==> config.mk <==
export PLATFORM = sky130hd
export DESIGN_NAME = h264_recon_mbwrite_flat
export DESIGN_NICKNAME = d
export VERILOG_FILES = /design/src/rtl/h264_recon_mbwrite_if.sv /design/src/rtl/h264_recon_mbwrite.sv /design/src/flat_wrapper.sv
export SDC_FILE = /design/constraint.sdc
export NUM_CORES = 1
export LEC_CHECK = 0
export CAP_MARGIN = 10
export CORE_MARGIN = 2
export CORE_UTILIZATION = 48
export CTS_CLUSTER_SIZE = 12
export DETAILED_ROUTE_END_ITERATION = 10
export PLACE_DENSITY = 0.87
export REMOVE_ABC_BUFFERS = 1
export SKIP_LAST_GASP = 1
export SLEW_MARGIN = 20
export SYNTH_ARGS = -nofsm -noshare
export SYNTH_HDL_FRONTEND = slang
export SYNTH_SLANG_ARGS = --single-unit
export TNS_END_PERCENT = 10
==> constraint.sdc <==
create_clock -name CLK2 -period 4.9 [get_ports CLK2]
set_input_delay 0.98 -clock CLK2 [delete_from_list [all_inputs] [get_ports CLK2]]
set_output_delay 0.98 -clock CLK2 [all_outputs]
set_load 0.02 [all_outputs]
==> src/rtl/h264_recon_mbwrite_if.sv <==
// Bus between the reconstruct stage, the MB write block and the MB buffer consumer.
// The slave modport is the write block itself; the master modport is its environment.
interface h264_recon_mbwrite_if;
  logic        NEWSLICE;
  logic        STROBEI;
  logic        CSTROBEI;
  logic [31:0] DATAI;
  logic        WE;
  logic [7:0]  WADDR;
  logic [31:0] WDATA;
  logic        MBVALID;
  logic        RDBANK;
  logic        MBACK;
  logic        READY;
  logic [15:0] MBSUM;
  logic        ERR_OVF;
  logic        ERR_PROTO;

  modport slave (
    input  NEWSLICE, STROBEI, CSTROBEI, DATAI, MBACK,
    output WE, WADDR, WDATA, MBVALID, RDBANK, READY, MBSUM, ERR_OVF, ERR_PROTO
  );

  modport master (
    output NEWSLICE, STROBEI, CSTROBEI, DATAI, MBACK,
    input  WE, WADDR, WDATA, MBVALID, RDBANK, READY, MBSUM, ERR_OVF, ERR_PROTO
  );
endinterface

==> src/rtl/h264_recon_mbwrite.sv <==
// Writes reconstructed luma/chroma words of one MB into a two-bank MB buffer.
// Optional per-bank pixel checksum on MBSUM when H264_MBWRITE_CHECKSUM_EN is defined.
module h264_recon_mbwrite (
  input  logic                    CLK2,
  input  logic                    RSTN,
  h264_recon_mbwrite_if.slave     bus
);

  typedef enum logic [1:0] {ST_WAIT, ST_LUMA, ST_CHROMA} state_t;

  state_t      state, state_nxt;
  logic        fill_bank, fill_bank_nxt;
  logic [5:0]  cnt, cnt_nxt;
  logic [1:0]  busy, busy_nxt, busy_ack;
  logic [1:0]  full, full_nxt, ack_mask;
  logic        rd_bank, rd_bank_nxt;
  logic        accept, last_word, set_ovf, set_proto, start_fill;
  logic [6:0]  offset;
  logic        done_p1, done_bank_p1;
  logic        vld_p1;
  logic [7:0]  waddr_p1;
  logic [31:0] wdata_p1;
  logic        err_ovf, err_proto;

  // busy marks a bank that is complete or waiting to become complete;
  // the bank being filled is tracked separately by state/fill_bank.
  always_comb begin
    ack_mask      = (bus.MBACK && full[rd_bank]) ? (rd_bank ? 2'b10 : 2'b01) : 2'b00;
    busy_ack      = busy & ~ack_mask;
    busy_nxt      = busy_ack;
    state_nxt     = state;
    fill_bank_nxt = fill_bank;
    cnt_nxt       = cnt;
    accept        = 1'b0;
    last_word     = 1'b0;
    set_ovf       = 1'b0;
    set_proto     = 1'b0;
    start_fill    = 1'b0;
    offset        = (state == ST_CHROMA) ? {2'b10, cnt[4], cnt[3], cnt[1:0], cnt[2]}
                                         : {1'b0, cnt[5], cnt[3], cnt[1:0], cnt[4], cnt[2]};
    if (bus.NEWSLICE) begin
      cnt_nxt = 6'd0;
      if (state != ST_WAIT) begin
        state_nxt  = ST_LUMA;
        start_fill = 1'b1;
      end else if (busy_ack != 2'b11) begin
        state_nxt     = ST_LUMA;
        fill_bank_nxt = busy_ack[0];
        start_fill    = 1'b1;
      end
    end else begin
      unique case (state)
        ST_WAIT: begin
          set_ovf   = bus.STROBEI | bus.CSTROBEI;
          set_proto = bus.STROBEI & bus.CSTROBEI;
          if (busy_ack != 2'b11) begin
            state_nxt     = ST_LUMA;
            fill_bank_nxt = busy_ack[0];
            start_fill    = 1'b1;
          end
        end
        ST_LUMA: begin
          if (bus.CSTROBEI) begin
            set_proto = 1'b1;
          end else if (bus.STROBEI) begin
            accept  = 1'b1;
            cnt_nxt = cnt + 6'd1;
            if (cnt == 6'd63) state_nxt = ST_CHROMA;
          end
        end
        ST_CHROMA: begin
          if (bus.STROBEI) begin
            set_proto = 1'b1;
          end else if (bus.CSTROBEI) begin
            accept  = 1'b1;
            cnt_nxt = cnt + 6'd1;
            if (cnt == 6'd31) begin
              last_word           = 1'b1;
              cnt_nxt             = 6'd0;
              busy_nxt[fill_bank] = 1'b1;
              if (!busy_ack[~fill_bank]) begin
                state_nxt     = ST_LUMA;
                fill_bank_nxt = ~fill_bank;
                start_fill    = 1'b1;
              end else begin
                state_nxt = ST_WAIT;
              end
            end
          end
        end
        default: state_nxt = ST_LUMA;
      endcase
    end
    // Oldest-first: keep rd_bank while it still holds a complete MB.
    full_nxt    = (full & ~ack_mask) |
                  (done_p1 ? (done_bank_p1 ? 2'b10 : 2'b01) : 2'b00);
    rd_bank_nxt = (!full_nxt[rd_bank] && full_nxt[~rd_bank]) ? ~rd_bank : rd_bank;
  end

  always_ff @(posedge CLK2 or negedge RSTN) begin
    if (!RSTN) begin
      state        <= ST_LUMA;
      fill_bank    <= 1'b0;
      cnt          <= 6'd0;
      busy         <= 2'b00;
      full         <= 2'b00;
      rd_bank      <= 1'b0;
      err_ovf      <= 1'b0;
      err_proto    <= 1'b0;
      done_p1      <= 1'b0;
      done_bank_p1 <= 1'b0;
      vld_p1       <= 1'b0;
      waddr_p1     <= 8'h00;
      wdata_p1     <= 32'h0;
    end else begin
      state        <= state_nxt;
      fill_bank    <= fill_bank_nxt;
      cnt          <= cnt_nxt;
      busy         <= busy_nxt;
      full         <= full_nxt;
      rd_bank      <= rd_bank_nxt;
      err_ovf      <= err_ovf | set_ovf;
      err_proto    <= err_proto | set_proto;
      // ---- stage p1: buffer write, completion pending ----
      done_p1      <= last_word;
      done_bank_p1 <= fill_bank;
      vld_p1       <= accept;
      if (accept) begin
        waddr_p1 <= {fill_bank, offset};
        wdata_p1 <= bus.DATAI;
      end
    end
  end

`ifdef H264_MBWRITE_CHECKSUM_EN
  logic [15:0] sum_p1 [2];

  function automatic logic [15:0] byte_sum(input logic [31:0] w);
    return {8'h00, w[7:0]} + {8'h00, w[15:8]} + {8'h00, w[23:16]} + {8'h00, w[31:24]};
  endfunction

  always_ff @(posedge CLK2 or negedge RSTN) begin
    if (!RSTN) begin
      sum_p1[0] <= 16'h0;
      sum_p1[1] <= 16'h0;
    end else begin
      if (start_fill) sum_p1[fill_bank_nxt] <= 16'h0;
      if (accept)     sum_p1[fill_bank]     <= sum_p1[fill_bank] + byte_sum(bus.DATAI);
    end
  end

  assign bus.MBSUM = full[rd_bank] ? sum_p1[rd_bank] : 16'h0;
`else
  assign bus.MBSUM = 16'h0;
`endif

  assign bus.WE        = vld_p1;
  assign bus.WADDR     = waddr_p1;
  assign bus.WDATA     = wdata_p1;
  assign bus.MBVALID   = full[rd_bank];
  assign bus.RDBANK    = rd_bank;
  assign bus.READY     = (state != ST_WAIT);
  assign bus.ERR_OVF   = err_ovf;
  assign bus.ERR_PROTO = err_proto;

endmodule

==> src/flat_wrapper.sv <==
// flat-port wrapper written by rule: the top's interface ports become plain ports
module h264_recon_mbwrite_flat 
  (CLK2, RSTN, bus_NEWSLICE, bus_STROBEI, bus_CSTROBEI, bus_DATAI, bus_MBACK, bus_WE, bus_WADDR, bus_WDATA, bus_MBVALID, bus_RDBANK, bus_READY, bus_MBSUM, bus_ERR_OVF, bus_ERR_PROTO);
  h264_recon_mbwrite_if bus_i ();
  input  logic CLK2;
  input  logic RSTN;
  input wire logic [$bits(bus_i.NEWSLICE)-1:0] bus_NEWSLICE;
  input wire logic [$bits(bus_i.STROBEI)-1:0] bus_STROBEI;
  input wire logic [$bits(bus_i.CSTROBEI)-1:0] bus_CSTROBEI;
  input wire logic [$bits(bus_i.DATAI)-1:0] bus_DATAI;
  input wire logic [$bits(bus_i.MBACK)-1:0] bus_MBACK;
  output wire logic [$bits(bus_i.WE)-1:0] bus_WE;
  output wire logic [$bits(bus_i.WADDR)-1:0] bus_WADDR;
  output wire logic [$bits(bus_i.WDATA)-1:0] bus_WDATA;
  output wire logic [$bits(bus_i.MBVALID)-1:0] bus_MBVALID;
  output wire logic [$bits(bus_i.RDBANK)-1:0] bus_RDBANK;
  output wire logic [$bits(bus_i.READY)-1:0] bus_READY;
  output wire logic [$bits(bus_i.MBSUM)-1:0] bus_MBSUM;
  output wire logic [$bits(bus_i.ERR_OVF)-1:0] bus_ERR_OVF;
  output wire logic [$bits(bus_i.ERR_PROTO)-1:0] bus_ERR_PROTO;
  assign bus_i.NEWSLICE = bus_NEWSLICE;
  assign bus_i.STROBEI = bus_STROBEI;
  assign bus_i.CSTROBEI = bus_CSTROBEI;
  assign bus_i.DATAI = bus_DATAI;
  assign bus_i.MBACK = bus_MBACK;
  assign bus_WE = bus_i.WE;
  assign bus_WADDR = bus_i.WADDR;
  assign bus_WDATA = bus_i.WDATA;
  assign bus_MBVALID = bus_i.MBVALID;
  assign bus_RDBANK = bus_i.RDBANK;
  assign bus_READY = bus_i.READY;
  assign bus_MBSUM = bus_i.MBSUM;
  assign bus_ERR_OVF = bus_i.ERR_OVF;
  assign bus_ERR_PROTO = bus_i.ERR_PROTO;
  h264_recon_mbwrite u_core (.CLK2(CLK2), .RSTN(RSTN), .bus(bus_i));
endmodule
==> results of run 1 <==
-- registers in the layout (all words and copies together) (netlist names) --
signal,flops
u_core.full,2
u_core.bus.ERR_OVF,1
u_core.bus.WADDR,8
u_core.done_p1,1
u_core.bus.WE,1
u_core.state,2
u_core.bus.RDBANK,1
u_core.busy,2
u_core.cnt,6
u_core.done_bank_p1,1
u_core.bus.WDATA,32
u_core.fill_bank,1
u_core.bus.ERR_PROTO,1
-- Yosys cell counts, types with 2 or more instances --
| library cell | instances |
|---|---|
| ha_1 | 6 |
| o31ai_1 | 2 |
| nand3_1 | 5 |
| o22ai_1 | 2 |
| and3_1 | 2 |
| inv_1 | 13 |
| mux2_2 | 7 |
| mux2_4 | 29 |
| nand2_1 | 13 |
| nor2_1 | 8 |
| a311oi_1 | 2 |
| nor3_1 | 2 |
| mux2i_1 | 5 |
| or4_1 | 2 |
| nand3b_1 | 3 |
| buf_4 | 18 |
| buf_6 | 4 |
| a21oi_1 | 8 |
| dfrtp_1 | 58 |
| o21ai_0 | 14 |
-- power by group --
| group | total, mW | internal, mW | switching (mW) |
|---|---|---|---|
| sequential | 0.587 | 0.550 | 0.0375 |
| clock | 0.386 | 0.210 | 0.176 |
| combinational | 0.355 | 0.197 | 0.158 |
-- worst paths after layout --
kind | from | to | slack, ns
max | bus_STROBEI | u_core.bus.WDATA[19] | 1.83
max in group asynchronous | RSTN | u_core.bus.WDATA[17] | 3.63
min reg2reg | u_core.bus.ERR_OVF | u_core.bus.ERR_OVF | 0.48
max reg2reg | u_core.state[0] | u_core.bus.WDATA[19] | 1.97
min in group asynchronous | RSTN | u_core.bus.WDATA[13] | 0.79
min | u_core.bus.ERR_OVF | u_core.bus.ERR_OVF | 0.48
-- kinds of logic after synthesis --
group | after synthesis | synth area share [%]
and+or+nand+nor | 41 | 7.432
adders and majority gates | 7 | 3.026
buffers and inverters | 36 | 8.322
AOI/OAI and AO/OA | 37 | 8.457
other | 1 | 0.1334
DFF | 59 | 52.56
muxes | 41 | 20.07
-- layer usage --
layer	vias to the layer above	wire length [µm]	track usage, %
met5	-	0	0
met3	6	493	4.494
met1	921	2549	26.30
li1	928	-	-
met4	0	60	7.627
met2	90	2560	28.25
-- metrics by stage --
| stage | util (%) | hold slack (ns) | total power, mW |
|---|---|---|---|
| 2_1_floorplan | - | 0.4395 | 0.7715 |
| 3_3_place_gp | 64.98 | 0.4533 | 0.9441 |
| 3_5_place_dp | 64.98 | 0.4553 | 0.9529 |
| 4_1_cts | 68.08 | 0.4796 | 1.343 |
| 5_1_grt | 68.08 | 0.5120 | 1.391 |
| 6_report | 68.08 | 0.4788 | 1.328 |
-- layout make-up --
cell class	count	area [µm²]
clock buffers	14	162.7
clock inverters	2	10.01
fillers	415	1779
inverters	13	48.80
multi-input cells	142	1157
flip-flops and latches	59	1478
well taps	72	90.09
repair buffers	86	848.3
-- worst reg2reg max path, delay by kind of cell (launching register included) --
kind | cells | cell delay [ns]
buffers and inverters | 3 | 0.70
muxes | 1 | 0.33
and+or+nand+nor | 1 | 0.70
DFF | 1 | 0.40
AOI/OAI and AO/OA | 1 | 0.20
adders and majority gates | 1 | 0.48
==> flow_summary.ini, run 1 <==
[final_layout]
final_cell_mix = clkdlybuf4s50_1, dfrtp_1, mux2_4, conb_1, o21ai_0
final_cell_area_um2 = 3795
layoutNonFillerInstCount = 388
antenna_cells = 0
layout-drive-gt1-share_pct = 18.67
fin_nets = 355
syn_to_final_growth_pct = 34.98
final_common_cell = clkdlybuf4s50_1

[clock_network]
cts_sinks = 59
clkTransAtPathRegs_ns = 0.06
clkLatencyLatePin_ns = 0.32
cts_resized = 0
htreeDepth = 3
root_buffer = clkbuf_8
ctsHoldBuffers = 0
cts_tree = done
clock_path_buffers = 2
numCtsBuffers = 9
post-cts-setup-buffers = 0

[synth]
synth_edf_count = 0
avgSynthCellArea_um2 = 12.66
ys_top_cells_by_area = dfrtp_1, mux2_4, buf_4
synth_top_area_share_pct = 51.62
synth_top_area_cell = dfrtp_1
async_flop_share_pct = 100.0
synthFlopType = dfrtp_1
yosysSeqAreaShare_pct = 52.56
yosysUniqueCellTypes = 39
synth_warnings = 0
syn_inst = 222
syn-cell-area_um2 = 2811
ys_ff_latch = 59

[critical_path]
critPathCaptureType = register
cp.depth = 6
crit_buf_inv = 2
slowest_delay_ns = 0.70
cp-start-kind = primary input
arrival_ns = 3.28
path_cells = clkdlybuf4s50_1 > nand2b_2 > o22ai_1 > and3_2 > buf_4 > mux2_4
critPathKind = in2reg
worstPathRequired_ns = 5.10
reg2regPathDepth = 7
slowest_stage = and3_2
critical_path.top_delay_family = simple AND/OR/NAND/NOR gates
critPathMaxFanout = 26

[sta]
fin_setup_tns_ns = 0
fin_crit_sh_pct = 62.70
finClkSkew_ns = 0.008712
finalMaxSlewViolations = 0
rsz0062_at_grt = false
max_freq_mhz = 325.5
tightest_slew_ns = 0.7385
fin_ws_ns = 1.828
maxSlewHeadroom_pct = 50.77
hold_viol_final = 0
period_needed_ns = 3.072
setup_violations = 0

[floorplanning]
io_pins = 100
num_rows = 27
die_y_um = 80.53
core_area_um2 = 5574
initial_core_util_pct = 50.44
die_x_um = 80.53
dieArea_um2 = 6485

[route]
viasPerCell = 5.013
wl_um = 5663
drc = 0
postRouteAntennaNets = 0
dr.pass1.iters = 4
vias = 1945
wl_per_cell_um = 14.60
drt-initial-drc-count = 111

[placement]
placed_cells = 372
portBuffers = 83
dpl_cell_area_um2 = 3622
hpwl_um = 4078
gp_congestion = 0.8478
dp_slack_ns = 1.475

[status]
status = completed

[pwr]
p_leak_nw = 1.710
power_density_nw_per_um2 = 349.9
vdd_drop_max_v = 0.0001941

[job]
maxCapViolCount = 0

[global_route]
grt_pass1_wl_um = 9177
track_usage_pct = 18.85
antenna_found_initial = 0
gr-total-overflow = 0
first_global_vias = 1871
grt_max_degree = 60

[hold_path]
min_path_type = reg2reg
worstHoldPathCells = 1
No activity file was read; power rests on OpenSTA's default activity.
==> run 2, diff against run 1 <==
CORE_UTILIZATION = 45   (was 48)
PLACE_DENSITY = 0.82   (was 0.87)
clock period = 3.2 ns   (was 4.9 ns; I/O delays follow)
==> run 2 against run 1 <==
  * Critical path depth is 2 lower
  * Non-clock buffer count unchanged
  * Wire length down 2.3%
  * Global-route usage shrank 1.8 points
  * Final cell count is 0.77% higher
  * Hold slack worse by 0.049 ns
  * Clock skew fell by 0.0021 ns
  * Sequential share of layout area fell by 0.94 points
  * Via count decreased by 0.93%
  * Flip-flop and latch count did not move
==> flow_summary.ini, run 2 (same netlist as run 1, synthesis figures left out) <==
[final_layout]
fin_nets = 355
layout-drive-gt1-share_pct = 19.62
antenna_cells = 0
largest_reg_flops = 32
syn_to_final_growth_pct = 38.32
final_cell_mix = clkdlybuf4s50_1, dfrtp_1, mux2_4, conb_1, o21ai_0
final_common_cell = clkdlybuf4s50_1
fin_util_pct = 64.91

[sta]
fin_crit_sh_pct = 80.36
setup_violations = 0
maxSlewHeadroom_pct = 40.00
period_needed_ns = 2.571
max_freq_mhz = 388.9
tightest_slew_ns = 0.9000
finClkSkew_ns = 0.006585
hold_viol_final = 0
finalMaxSlewViolations = 0
fin_setup_tns_ns = 0
fin_ws_ns = 0.6286
hold_slack_ns = 0.4303
rsz0062_at_grt = false

[critical_path]
cp_common_cell = inv_1
slowest_delay_ns = 0.59
critical_path.top_delay_family = buffers and inverters
arrival_ns = 1.93
critPathMaxFanout = 6
critPathKind = reg2out
worstPathRequired_ns = 2.56
path_cells = inv_1 > ha_1 > inv_1 > clkdlybuf4s50_1
slowest_stage = clkdlybuf4s50_1
critPathCaptureType = primary output
cp-start-kind = register
crit_buf_inv = 3

[floorplanning]
num_rows = 28
core_area_um2 = 5991
dieArea_um2 = 6896
die_x_um = 83.04
io_pins = 100
die_y_um = 83.04
initial_core_util_pct = 46.93

[placement]
hpwl_um = 3974
dp_slack_ns = 0.5205
gp_congestion = 0.7868
portBuffers = 83

[clock_network]
numCtsBuffers = 9
root_buffer = clkbuf_8
clkLatencyLatePin_ns = 0.34
cts_tree = done
htreeDepth = 3
ctsHoldBuffers = 0
cts_resized = 0
clkTransAtPathRegs_ns = 0.07
clock_path_buffers = 2
cts_sinks = 59
post-cts-setup-buffers = 0

[global_route]
grt_pass1_wl_um = 9308
grt_max_degree = 43
gr-total-overflow = 0
antenna_found_initial = 0
first_global_vias = 1905
track_usage_pct = 17.08

[route]
wl_met2_um = 2572
wl_per_cell_um = 14.14
highest_layer = met4
wl_met1_um = 2527
wl_met3_um = 355
postRouteAntennaNets = 0
vias = 1927
drt-initial-drc-count = 63
drc = 0
dr.pass1.iters = 4
wl_um = 5530
viasPerCell = 4.928

[pwr]
p_leak_nw = 1.737
vdd_drop_max_v = 0.0004017
power_density_nw_per_um2 = 583.8

[job]
maxCapViolCount = 0

[status]
status = completed

[hold_path]
min_path_type = in2async
[run 2: cell count changes in the layout (fill, tap and decap cells not counted), sizes merged]
cell	delta
bufinv	+3
clkinvlp	+3
clkinv	-2
clkbuf	-4
[run 2: power by group]
group          leakage (nW)  total (mW)  internal [mW]  switching, mW
Sequential            0.734       0.899          0.842         0.0578
Combinational         0.889       0.542          0.302          0.240
Clock                 0.115       0.829          0.538          0.291
[run 2: cell type report]
cell class | count | area, µm²
Multi-Input combinational cell | 142 | 1157
Sequential cell | 59 | 1478
Clock buffer | 10 | 137.6
Tap cell | 75 | 93.84
Timing Repair Buffer | 86 | 860.8
Inverter | 13 | 48.80
Fill cell | 466 | 2102
Clock inverter | 6 | 112.6
[run 2: final timing paths]
kind | from | slack (ns) | to | cells past startpoint
min in group CLK2 | u_core.bus.ERR_PROTO | 0.47 | u_core.bus.ERR_PROTO | 2
worst max register to register | u_core.state[0] | 0.72 | u_core.bus.WDATA[9] | 7
worst min register to register | u_core.bus.ERR_PROTO | 0.47 | u_core.bus.ERR_PROTO | 2
worst min-delay path | RSTN | 0.43 | u_core.bus.WDATA[7] | 1
worst max-delay path | u_core.state[0] | 0.63 | bus_READY | 4
max in group asynchronous | RSTN | 1.99 | u_core.bus.WADDR[3] | 2
[run 2: worst register-to-register path, cell delays in order, from the launching register on]
cell and delay, ns:
dfstp_2 0.39, inv_1 0.10, ha_1 0.47, inv_1 0.21, o22ai_1 0.19, and3_2 0.35
buf_12 0.28, mux2_2 0.37
[run 2: metrics by stage]
stage	instances	total power, mW	instance area (µm²)
final	391	2.270	3889
after global routing	391	2.370	3889
after CTS	391	2.300	3889
after detailed placement	375	1.458	3638
after global placement	375	1.446	3638
after floorplan	214	1.181	2683
[run 2: per-layer routing]
layer / up-vias / track usage, %
met5: - / 0
met4: 0 / 7.154
li1: 923 / -
met3: 5 / 5.567
met2: 79 / 25.73
met1: 920 / 22.73
==> run 3, diff against run 2 <==
CORE_UTILIZATION = 41   (was 45)
PLACE_DENSITY = 0.79   (was 0.82)
clock period = 2.2 ns   (was 3.2 ns; I/O delays follow)
==> run 3 against run 2 <==
  * Utilization fell by 6.2 points
  * First-iteration DRC count rose by 71%
  * Hold slack improved by 0.012 ns
  * Global-route usage fell by 0.29 points
  * Setup slack got worse by 0.51 ns
  * Combinational power rose by 49%
  * Clock skew rose by 0.0021 ns
  * Wire length rose by 7.8%
  * Die area rose by 9.3%
  * Register-to-register slack got worse by 0.54 ns
  * Largest cell class unchanged
  * Largest power group unchanged
  * Highest routed layer unchanged
==> flow_summary.ini, run 3 (same netlist as run 1, synthesis figures left out) <==
[status]
status = completed

[pwr]
p_leak_nw = 1.775
pwr-share-clk_pct = 33.1
p_sw_share_pct = 27.02
power.internal_mw = 2.310
p_sw_uw = 855.0
power_frac_comb_pct = 25.4
vdd_drop_max_v = 0.0003378
power_density_nw_per_um2 = 802.7
seq_power_share_pct = 41.4

[critical_path]
path_cells = mux2_2 > clkdlybuf4s50_1
worstPathRequired_ns = 1.76
slowest_stage = clkdlybuf4s50_1
critical_path.top_delay_family = buffers and inverters
arrival_ns = 1.65
critPathKind = reg2out
critPathCaptureType = primary output
crit_buf_inv = 1
cp-start-kind = register
slowest_delay_ns = 0.53
critPathMaxFanout = 7

[final_layout]
layout-drive-gt1-share_pct = 21.17
fin_nets = 365
fillCellCount = 539
multiInputGateArea_um2 = 1157
largest_reg_flops = 32
antenna_cells = 0
final_cell_mix = clkdlybuf4s50_1, dfrtp_1, mux2_4, conb_1, o21ai_0
final_common_cell = clkdlybuf4s50_1
seqCellArea_um2 = 1478
layoutNonFillerInstCount = 406
syn_to_final_growth_pct = 40.23

[sta]
period_needed_ns = 2.086
finClkSkew_ns = 0.008726
max_freq_mhz = 479.5
fin_setup_tns_ns = 0
hold_slack_ns = 0.4420
setup_violations = 0
fin_crit_sh_pct = 94.80
rsz0062_at_grt = false
finalMaxSlewViolations = 0
hold_viol_final = 0

[route]
postRouteAntennaNets = 0
viasPerCell = 4.897
vias = 1988
drc = 0
drt-initial-drc-count = 108
dr.pass1.iters = 4
wl_per_cell_um = 14.68
wl_um = 5961

[clock_network]
post-cts-setup-buffers = 0
clkLatencyLatePin_ns = 0.33
root_buffer = clkbuf_8
htreeDepth = 3
cts_sinks = 59
numCtsBuffers = 9
clkTransAtPathRegs_ns = 0.07
cts_tree = done
clock_path_buffers = 2

[floorplanning]
die_y_um = 86.81
dieArea_um2 = 7536
io_pins = 100
die_x_um = 86.81
core_area_um2 = 6719
num_rows = 30
initial_core_util_pct = 41.84

[global_route]
grt_pass1_wl_um = 9798
antenna_found_initial = 0
first_global_vias = 2073
track_usage_pct = 16.79
grt_max_degree = 29
gr-total-overflow = 0

[placement]
gp_congestion = 0.8443
portBuffers = 83
placed_cells = 389
hpwl_um = 4320

[hold_path]
min_path_type = in2async

[job]
maxCapViolCount = 0
## run 3: changes by cell type in the layout (fill, tap and decap cells not counted), moves of 2 or more
cell and delta:
buf_4 +8, clkbuf_1 +2, clkinv_2 +2, clkinvlp_4 -2
## run 3: timing repair
item | in CTS | in global routing
endpoints found under the setup margin | 1 | 0
hold buffers | 1 | 0
resized for setup | 1 | 0
hold endpoints to repair | 3 | 0
## run 3: final cells by class
type | instances | share of cell area [%]
Clock buffer | 11 | 3.332
Clock inverter | 5 | 1.968
Inverter | 13 | 1.238
Multi-Input combinational cell | 142 | 29.36
Sequential cell | 59 | 37.48
Tap cell | 80 | 2.539
Timing Repair Buffer | 96 | 24.09
## run 3: power groups by stage
stage / registers [mW] / logic [mW] / clock network [mW]
global route: 1.33 / 0.855 / 1.12
detailed placement: 1.33 / 0.811 / 0
floorplan: 1.48 / 0.238 / 0
finish: 1.31 / 0.805 / 1.05
global placement: 1.33 / 0.791 / 0
CTS: 1.31 / 0.815 / 1.06
## run 3: final timing paths
kind                       cells after the start  slack [ns]               start             endpoint
max                                            2        0.11   u_core.bus.RDBANK          bus_MBVALID
min                                            2        0.44                RSTN  u_core.bus.WDATA[9]
max reg2reg                                    7        0.18     u_core.state[0]  u_core.bus.WDATA[2]
min reg2reg                                    1        0.46  u_core.bus.ERR_OVF   u_core.bus.ERR_OVF
max in group asynchronous                      3        1.16                RSTN      u_core.state[0]
min in group CLK2                              1        0.46  u_core.bus.ERR_OVF   u_core.bus.ERR_OVF
## run 3: per-stage QoR
| step | instance area, µm² | utilization, % | setup slack, ns | total power [mW] |
|---|---|---|---|---|
| after global routing | 3943 | 58.68 | 0.04249 | 3.308 |
| after global placement | 3725 | 55.44 | 0.05672 | 2.119 |
| final | 3943 | 58.68 | 0.1143 | 3.165 |
| after detailed placement | 3725 | 55.44 | 0.01245 | 2.139 |
| after floorplan | 2683 | - | -0.9681 | 1.718 |
| after CTS | 3943 | 58.68 | 0.09109 | 3.192 |
## run 3: metal layers
metal	GRT usage (%)	share of wire, %	wire (µm)
met5	0	0	0
met4	5.824	1.4	85
met3	4.952	5.7	337
met2	27.55	50	2964
met1	21.11	43	2573
